## src/rtl/mem_word_ctrl.sv

```systemverilog
// Word-access front end for a byte-wide RAM with one cycle of read latency.
// Each 16-bit request becomes two byte accesses, at A and then at A+1.
module mem_word_ctrl #(
    parameter int unsigned MEM_LENGTH = 255,
    parameter bit          BIG_ENDIAN = 1'b0
) (
    input  logic        clk,
    input  logic        rst,
    input  logic        req_valid,
    output logic        req_ready,
    input  logic        req_write,
    input  logic [15:0] req_addr,
    input  logic [15:0] req_wdata,
    output logic        resp_valid,
    input  logic        resp_ready,
    output logic [15:0] resp_rdata,
    output logic        resp_err,
    output logic [15:0] mem_read_address,
    output logic [15:0] mem_write_address,
    output logic [7:0]  mem_data_in,
    output logic        mem_write_enable,
    input  logic [7:0]  mem_data_out
);

    localparam int unsigned AW = 16;
    localparam int unsigned DW = 16;
    localparam int unsigned BW = 8;
    localparam int unsigned LAST_WORD_ADDR = MEM_LENGTH - 2;

    typedef enum logic [2:0] {
        IDLE = 3'd0,
        RD0  = 3'd1,
        RD1  = 3'd2,
        RD2  = 3'd3,
        WR0  = 3'd4,
        WR1  = 3'd5,
        RESP = 3'd6
    } state_t;

    state_t        state;
    state_t        state_nxt;

    logic [AW-1:0] addr_q;
    logic [AW-1:0] addr_nxt;
    logic [BW-1:0] hold_q;
    logic [BW-1:0] hold_nxt;

    logic          resp_valid_nxt;
    logic [DW-1:0] resp_rdata_nxt;
    logic          resp_err_nxt;
    logic [AW-1:0] mem_read_address_nxt;
    logic [AW-1:0] mem_write_address_nxt;
    logic [BW-1:0] mem_data_in_nxt;
    logic          mem_write_enable_nxt;

    logic          range_err_c;
    logic [AW-1:0] addr_p1_c;
    logic [BW-1:0] wbyte_a_c;
    logic [BW-1:0] wbyte_a1_c;

    assign req_ready   = (state == IDLE);
    // A+1 must exist in the RAM; the all-ones address would also wrap to 0
    assign range_err_c = (32'(req_addr) > LAST_WORD_ADDR) || (req_addr == '1);
    assign addr_p1_c   = addr_q + AW'(1);
    assign wbyte_a_c   = BIG_ENDIAN ? req_wdata[15:8] : req_wdata[7:0];
    assign wbyte_a1_c  = BIG_ENDIAN ? req_wdata[7:0]  : req_wdata[15:8];

    // State and registered outputs
    always_ff @(posedge clk or posedge rst) begin
        if (rst) begin
            state             <= IDLE;
            addr_q            <= '0;
            hold_q            <= '0;
            resp_valid        <= 1'b0;
            resp_rdata        <= '0;
            resp_err          <= 1'b0;
            mem_read_address  <= '0;
            mem_write_address <= '0;
            mem_data_in       <= '0;
            mem_write_enable  <= 1'b0;
        end else begin
            state             <= state_nxt;
            addr_q            <= addr_nxt;
            hold_q            <= hold_nxt;
            resp_valid        <= resp_valid_nxt;
            resp_rdata        <= resp_rdata_nxt;
            resp_err          <= resp_err_nxt;
            mem_read_address  <= mem_read_address_nxt;
            mem_write_address <= mem_write_address_nxt;
            mem_data_in       <= mem_data_in_nxt;
            mem_write_enable  <= mem_write_enable_nxt;
        end
    end

    // Next state
    always_comb begin
        state_nxt = state;
        case (state)
            IDLE: begin
                if (req_valid) begin
                    if (range_err_c)    state_nxt = RESP;
                    else if (req_write) state_nxt = WR0;
                    else                state_nxt = RD0;
                end
            end
            RD0:     state_nxt = RD1;
            RD1:     state_nxt = RD2;
            RD2:     state_nxt = RESP;
            WR0:     state_nxt = WR1;
            WR1:     state_nxt = RESP;
            RESP:    if (resp_ready) state_nxt = IDLE;
            default: state_nxt = IDLE;
        endcase
    end

    // Next values of the registered outputs; hold_q carries the second write
    // byte on writes and the byte read from A on reads
    always_comb begin
        addr_nxt              = addr_q;
        hold_nxt              = hold_q;
        resp_valid_nxt        = resp_valid;
        resp_rdata_nxt        = resp_rdata;
        resp_err_nxt          = resp_err;
        mem_read_address_nxt  = mem_read_address;
        mem_write_address_nxt = mem_write_address;
        mem_data_in_nxt       = mem_data_in;
        mem_write_enable_nxt  = mem_write_enable;
        case (state)
            IDLE: begin
                if (req_valid) begin
                    addr_nxt = req_addr;
                    if (range_err_c) begin
                        resp_valid_nxt = 1'b1;
                        resp_err_nxt   = 1'b1;
                        resp_rdata_nxt = '0;
                    end else if (req_write) begin
                        mem_write_address_nxt = req_addr;
                        mem_data_in_nxt       = wbyte_a_c;
                        mem_write_enable_nxt  = 1'b1;
                        hold_nxt              = wbyte_a1_c;
                    end else begin
                        mem_read_address_nxt = req_addr;
                    end
                end
            end
            RD0: mem_read_address_nxt = addr_p1_c;
            RD1: hold_nxt = mem_data_out;
            RD2: begin
                resp_rdata_nxt = BIG_ENDIAN ? {hold_q, mem_data_out} : {mem_data_out, hold_q};
                resp_valid_nxt = 1'b1;
                resp_err_nxt   = 1'b0;
            end
            WR0: begin
                mem_write_address_nxt = addr_p1_c;
                mem_data_in_nxt       = hold_q;
            end
            WR1: begin
                mem_write_enable_nxt = 1'b0;
                resp_valid_nxt       = 1'b1;
                resp_err_nxt         = 1'b0;
            end
            RESP: if (resp_ready) resp_valid_nxt = 1'b0;
            default: ;
        endcase
    end

endmodule

```

## config.mk

```make
export PLATFORM = sky130hd
export DESIGN_NAME = mem_word_ctrl
export DESIGN_NICKNAME = d
export VERILOG_FILES = /design/src/rtl/mem_word_ctrl.sv
export SDC_FILE = /design/constraint.sdc
export NUM_CORES = 1
export LEC_CHECK = 0
export BUFFER_PORTS_ARGS = -buffer_cell sky130_fd_sc_hd__buf_2
export CAP_MARGIN = 20
export CORE_MARGIN = 2
export CORE_UTILIZATION = 40
export CTS_BUF_LIST = sky130_fd_sc_hd__clkbuf_8 sky130_fd_sc_hd__clkbuf_16
export CTS_CLUSTER_DIAMETER = 200
export DETAILED_ROUTE_END_ITERATION = 12
export PLACE_DENSITY = 0.61
export SKIP_LAST_GASP = 1
export SYNTH_ARGS = -nofsm -noshare
export SYNTH_HDL_FRONTEND = slang
export SYNTH_SLANG_ARGS = --single-unit
```

## constraint.sdc

```tcl
create_clock -name clk -period 8.2 [get_ports clk]
set_input_delay 1.64 -clock clk [delete_from_list [all_inputs] [get_ports clk]]
set_output_delay 1.64 -clock clk [all_outputs]
set_load 0.1 [all_outputs]
```

* Word-level counts from Yosys, hierarchy flattened
Index checks and enable logic that the tools add are counted.
** Word-level totals
- Bits of input ports :: 45
- Output and inout port bits :: 60
- Logic and storage cells :: 77
- Register bits :: 86
** Operators by class
- Equality and inequality tests :: 13
- Muxes and demuxes :: 33
- Reductions and logical operators :: 19
- Add/subtract/negate cells :: 1
- $lt $le $gt $ge :: 1
** Operators with widths (count)
- $mux W16 :: 8
- $pmux W16 S2 :: 3
- $mux W8 :: 6
- $pmux W8 S2 :: 2
- $reduce_and A4 Y1 :: 5
- $pmux W3 S6 :: 1
- $add A16 B1 Y16 const B :: 1
- $eq A16 B16 Y1 const B :: 1
- $gt A16 B8 Y1 const B :: 1
- $mux W3 :: 4
- $reduce_bool A2 Y1 :: 6
- $eq A3 B3 Y1 const B :: 3
- $ne A2 B2 Y1 const B :: 4
- $eq A3 B2 Y1 const B :: 2
- $mux W1 :: 6
- $reduce_and A3 Y1 :: 2
- $ne A2 B1 Y1 const B :: 2
- $pmux W1 S2 :: 2
- $reduce_and A2 Y1 :: 2
- $eq A3 B1 Y1 const B :: 1
- $logic_not A3 Y1 :: 1
- $pmux W1 S3 :: 1
- $reduce_bool A3 Y1 :: 1
- $reduce_or A2 Y1 :: 1
- $logic_or A1 B1 Y1 :: 1

* Longest topological paths before layout
Gate-level depths: netlist of run 1.
- Depth after elaboration :: 5
- Mapped depth :: 8
- Depth with buffers taken out :: 5

* Worst setup path before layout of run 1
No wires, ideal clock.
- Kind :: reg-to-output
- From :: reg state[1]
- To :: out req_ready
- Arrival :: 2.723 ns
- Buffers on the path :: 1
- Stages on the path, launching flop included :: 3
- Path slack :: 3.837 ns
- Required time :: 6.560 ns
- Cell sequence :: dfrtp_1 > buf_2 > nor3_1
** Between the ends
- Word-level cells in the longest chain between the ends :: 1
** Ends and longest elaborated chain
- from (decl) :: line 40 : state_t state;
- from (signal assigned) :: line 82 : state <= state_nxt;
- $logic_not A3 Y1 :: line 61 : assign req_ready = (state == IDLE);
- to (decl) :: line 10 : output logic req_ready,
No other way between the ends.

* Worst setup path in the final report of run 1
- From :: in req_addr[10]
- To :: reg mem_data_in[4]
** Between the ends
- Word-level cells in the longest chain between the ends :: 4
- Elaborated cells on any way between the ends :: 5
- Those cells by class :: order compare: 1; eq/ne: 2; reduce/logical: 2
** Ends and longest elaborated chain
- from (decl) :: line 12 : input logic [15:0] req_addr,
- $gt A16 B8 Y1 / $eq A16 B16 Y1 (equally long branches) :: line 63 : assign range_err_c = (32'(req_addr) > LAST_WORD_ADDR) || (req_addr == '1);
- $logic_or A1 B1 Y1 (*) :: line 63
- $ne A2 B2 Y1 (no line) (*)
- $reduce_and A4 Y1 (no line) (*)
- to (signal assigned) :: line 90 : mem_data_in <= mem_data_in_nxt;
- to (decl) :: line 20 : output logic [7:0] mem_data_in,
Mark *: on every way between the ends. The rest lies on a longest branch, timed or not.
A chain may end at the register's enable or synchronous reset.

==> results of run 1 <==
[state kept, by name, summed over array words and instances (netlist names)]
register,count
resp_rdata,16
mem_write_enable,1
resp_err,1
state,3
resp_valid,1
mem_read_address,16
addr_q,16
mem_data_in,8
hold_q,8
mem_write_address,16
[worst min-delay path by stage]
stage / slack, ns / start / to / cells past startpoint
after global placement: 0.46 / resp_err / resp_err / 1
final: 0.48 / resp_err / resp_err / 1
after global routing: 0.51 / resp_err / resp_err / 1
after CTS: 0.49 / resp_err / resp_err / 1
after floorplan: 0.48 / hold_q[0] / resp_rdata[0] / 2
after detailed placement: 0.47 / mem_read_address[14] / mem_read_address[14] / 1
[area by class of cell]
type | instances | area [um2] | area share
Multi-Input combinational cell | 268 | 1700 | 0.351
Timing Repair Buffer | 111 | 593 | 0.123
Sequential cell | 86 | 2150 | 0.445
Tap cell | 133 | 166 | 0.0344
Clock inverter | 6 | 77.6 | 0.0160
Clock buffer | 10 | 138 | 0.0284
Inverter | 4 | 16.3 | 0.00336
[stage by stage]
stage          worst slack (ns)  instances  hold slack (ns)  utilization
2_1_floorplan              3.84        382            0.477            -
3_3_place_gp               4.20        600            0.458        0.472
3_5_place_dp               4.12        601            0.472        0.473
4_1_cts                    4.48        617            0.493        0.495
5_1_grt                    4.32        618            0.511        0.498
6_report                   4.54        618            0.484        0.498
[per-layer routing]
metal	GRT usage	wire length [um]	up-vias	part of all wire
met5	0	0	-	0
met4	0.0637	148	0	0.015
met3	0.0441	468	12	0.046
met2	0.296	4780	80	0.47
met1	0.254	4730	1572	0.47
li1	-	-	1533	-
[critical path, cell delays in order]
cell     delay (ns)
buf_2          0.10
nor4_1         0.32
nand2_1        0.28
nor3_2         0.79
buf_4          0.41
mux2i_1        0.22
a21oi_1        0.08
[cells by family (layout without fill, tap and decap cells)]
logic type,count (synthesis),in the layout,share of synthesized area
AOI/OAI and AO/OA,76,76,0.111
and+or+nand+nor,127,127,0.149
adders and majority gates,1,1,0.00314
DFF,86,86,0.540
buffers and inverters,28,131,0.0358
muxes,50,50,0.131
xor gates and xnor gates,14,14,0.0308
[placed cells by master, fill, tap and decap left out, types with 2 or more instances in the layout]
cell type  netlist  layout
buf_2            6     104
dfrtp_1         86      86
nand2_1         52      52
nor2_1          38      38
mux2i_1         34      34
a21oi_1         34      34
o21ai_1         17      17
mux2_2          16      16
xnor2_1         12      12
clkbuf_8         0      10
nand3_1          9       9
o2bb2ai_1        9       9
o22ai_1          8       8
nor3_1           7       6
buf_4            2       6
inv_1            4       5
nor4_1           4       4
clkinv_2         0       3
nand4_1          2       2
xor2_1           2       2
and4_1           2       2
nor2b_1          2       2
o21ai_0          2       2
bufinv_16        0       2
==> flow_summary_export.csv, run 1 <==
group,metric,value,unit
run_status,status,"finished, final reports clean",
run,cap_viol_max_count,0,
timing,clock-skew-final,0.00857,ns
logic_synthesis,syn_area,3990,um2
logic_synthesis,async_reset_ff_frac,1.00,
detailed_routing,antenna_left,0,
worst_setup_path,worstPathMaxFanout,17,
worst_setup_path,cp-start-kind,"input pin",
clocking,tritoncts,"built",
global_routing,grt_pass1_wl,16200,um
detailed_routing,drt-initial-drc-count,157,
global_routing,overflow,0,
detailed_routing,drc,0,
timing,grt_setup_unrepaired,"no",
floorplan,fp.dieW,104,um
placed_design,io_buffers,104,
timing,tightestPinTransition,0.900,ns
detailed_routing,dr.pass1.iters,4,
placed_design,gp_congestion,0.806,
logic_synthesis,syn-num-nets,428,
worst_setup_path,critPathRequiredTime,8.41,ns
global_routing,grtUsageTotal,0.187,
floorplan,io_pins,105,
worst_setup_path,worst-setup-path-type,"in -> reg",
timing,finalSetupViolCount,0,
clocking,cts_root_buffer,"clkbuf_8",
worst_setup_path,rrSetupSlack,5.73,ns
floorplan,die_y,104,um
timing,fin_crit,3.66,ns
logic_synthesis,ys_ff_latch,86,
worst_setup_path,crit_end,"mem_data_in[4]",
timing,slew_viol_final,0,
logic_synthesis,netlist_instances,382,
logic_synthesis,synth_top_area_frac,0.540,
logic_synthesis,synth_flop_cell,"dfrtp_1",
timing,relSlewSlack,0.400,
logic_synthesis,syn_avg_cell_area,10.4,um2
detailed_routing,wire_per_inst,16.4,um
final_layout,num_antenna_cells,0,
final_layout,area.growth.synth_to_final,21.4,%
logic_synthesis,synth_area_leader_cell,"dfrtp_1",
worst_setup_path,cp-end-kind,"flip-flop",
global_routing,grt_start_max_net_pins,87,
clocking,cts_hold_buf,0,
clocking,cts_setup_buffers,0,
logic_synthesis,synth_cell_types,42,
floorplan,start_util,0.410,
placed_design,place_area,4600,um2
clocking,cts_max_path_buffers,2,
worst_setup_path,crit_start,"req_addr[10]",
timing,finalCritPeriodShare,0.446,
clocking,htreeDepth,3,
final_layout,layout-drive-gt1-share,0.305,
logic_synthesis,synth_most_common_cell,"dfrtp_1",
clocking,numClockSinks,86,
floorplan,dieArea,10800,um2
floorplan,num_rows,36,
final_layout,nFillCells,925,
floorplan,core,9730,um2
worst_setup_path,cp.arrival,3.87,ns
timing,setup_tns,0,ns
timing,fmax,273,MHz
timing,finalHoldViolCount,0,
worst_setup_path,timing.rr.start,"state[1]",
placed_design,dpl.hpwl,7030,um
logic_synthesis,synth_common_cells,"86 x dfrtp_1, 52 x nand2_1, 38 x nor2_1, 34 x a21oi_1, 34 x mux2i_1",
logic_synthesis,synth-seq-area-share,0.540,
clocking,clk_pin_slew,0.08,ns
clocking,cts_buffers,9,
worst_setup_path,reg2reg_to,"mem_data_in[4]",
worst_setup_path,reg2reg_depth,6,
final_layout,num-nets-final,526,
clocking,ctsResizeCount,0,
detailed_routing,viasPerCell,5.17,
detailed_routing,routed_wl,10100,um
clocking,clk-insertion-delay-late,0.36,ns
logic_synthesis,yosys_warnings,0,
logic_synthesis,synth_edf_count,0,
final_layout,fin_area,4840,um2
global_routing,antenna_found_initial,0,
logic_synthesis,yosys-top-cells-area,"dfrtp_1 54%, mux2i_1 8.5%, nand2_1 4.9%",
global_routing,grt_pass1_vias,3137,
min_path,hold_path.class,"reg -> reg",
detailed_routing,dr_total_vias,3197,
Power of run 1 is left out: the tool's default activity adds up to more than one toggle a clock period on the data nets, which glitch-free logic cannot reach.
==> run 2: changes to the inputs <==
- PLACE_DENSITY: 0.61 -> 0.64
- clock period: 8.2 -> 3.3 ns (I/O delays scaled with it)
==> flow_summary_export.csv, run 2 (same netlist as run 1, synthesis figures left out) <==
group,metric,value,unit
run_status,status,"finished, final reports clean",
min_path,hold_path.class,"in -> async",
timing,tightestPinTransition,0.838,ns
timing,fin_crit,2.32,ns
worst_setup_path,cp_slowest_cell,"dfrtp_1",
final_layout,multi_input_area,1700,um2
placed_design,gp_congestion,0.796,
floorplan,core,9730,um2
global_routing,top_usage_layer,"met2",
detailed_routing,wire_per_inst,15.3,um
detailed_routing,drc,0,
timing,setup_tns,0,ns
floorplan,fp.dieW,104,um
worst_setup_path,reg2reg_depth,6,
final_layout,layout-drive-gt1-share,0.307,
floorplan,dieArea,10800,um2
clocking,numClockSinks,86,
placed_design,place_area,4650,um2
run,cap_viol_max_count,0,
detailed_routing,viasPerCell,5.10,
detailed_routing,drt-initial-drc-count,129,
timing,finalSetupViolCount,0,
timing,grt_setup_unrepaired,"no",
global_routing,gr-usage-met3,0.0378,
worst_setup_path,worstPathMaxFanout,19,
detailed_routing,dr.pass1.iters,4,
detailed_routing,routed_wl,9440,um
clocking,htreeDepth,3,
clocking,cts_setup_buffers,0,
worst_setup_path,cp-start-kind,"flip-flop",
final_layout,regArea,2150,um2
floorplan,num_rows,36,
clocking,ctsResizeCount,0,
timing,finalHoldViolCount,0,
placed_design,preCtsSetupSlack,0.826,ns
clocking,cts_max_path_buffers,2,
global_routing,grt_start_max_net_pins,53,
timing,clock-skew-final,0.00814,ns
timing,slew_viol_final,0,
placed_design,io_buffers,104,
worst_setup_path,slowest_delay,0.60,ns
clocking,cts_hold_buf,0,
worst_setup_path,cp.arrival,1.66,ns
global_routing,met2_usage,0.272,
global_routing,grt_pass1_vias,3110,
final_layout,fin_area,4820,um2
global_routing,grtUsageTotal,0.179,
worst_setup_path,cp-end-kind,"output port",
detailed_routing,dr_total_vias,3154,
clocking,cts_buffers,9,
floorplan,io_pins,105,
placed_design,dpl.hpwl,6870,um
floorplan,start_util,0.410,
global_routing,grt_use_met1,0.248,
timing,finalCritPeriodShare,0.702,
final_layout,final_common_cell,"buf_2",
final_layout,num-nets-final,527,
timing,fmax,432,MHz
worst_setup_path,worst-setup-path-type,"reg -> out",
final_layout,num_antenna_cells,0,
worst_setup_path,critPathRequiredTime,2.64,ns
clocking,clk_pin_slew,0.08,ns
clocking,cts_root_buffer,"clkbuf_8",
timing,relSlewSlack,0.440,
clocking,tritoncts,"built",
global_routing,overflow,0,
final_layout,nFillCells,935,
global_routing,grt_pass1_wl,15600,um
worst_setup_path,crit_chain,"nor3_2, buf_2",
final_layout,area.growth.synth_to_final,20.8,%
global_routing,antenna_found_initial,0,
clocking,clk-insertion-delay-late,0.36,ns
detailed_routing,antenna_left,0,
timing,setup_slack,0.985,ns
floorplan,die_y,104,um
final_layout,final_cell_mix,"104 x buf_2, 86 x dfrtp_1, 52 x nand2_1",
[run 2: critical path: cells and delay by family, from the launching register on]
kind,cells,cell delay (ns)
buf+inv,1,0.47
flops,1,0.60
simple gates,1,0.23
[run 2: path summary, 6_finish.rpt]
kind	end	slack (ns)	startpoint
max in group asynchronous	mem_read_address[2]	2.26	rst
max	req_ready	0.98	state[2]
min	mem_data_in[6]	0.35	rst
min reg2reg	resp_err	0.50	resp_err
min in group clk	resp_err	0.50	resp_err
max reg2reg	mem_read_address[9]	1.10	state[2]
[run 2: layout make-up]
class,count,share of cell area
flip-flops and latches,86,0.447
multi-input cells,268,0.354
repair buffers,112,0.127
well taps,133,0.0346
clock buffers,10,0.0286
clock inverters,6,0.00650
inverters,4,0.00338
[run 2: stage by stage]
stage | utilization | hold WS, ns | std cells
floorplan | - | 0.477 | 382
finish | 0.495 | 0.353 | 619
global route | 0.495 | 0.387 | 619
global placement | 0.476 | 0.461 | 602
CTS | 0.495 | 0.364 | 619
detailed placement | 0.478 | 0.483 | 603
[run 2: layer usage]
layer  vias up  part of all wire
met2        82              0.46
met1      1520              0.47
met3        19             0.045
li1       1533                 -
met4         0             0.024
met5         -                 0
Power of run 2 is left out for the same reason.
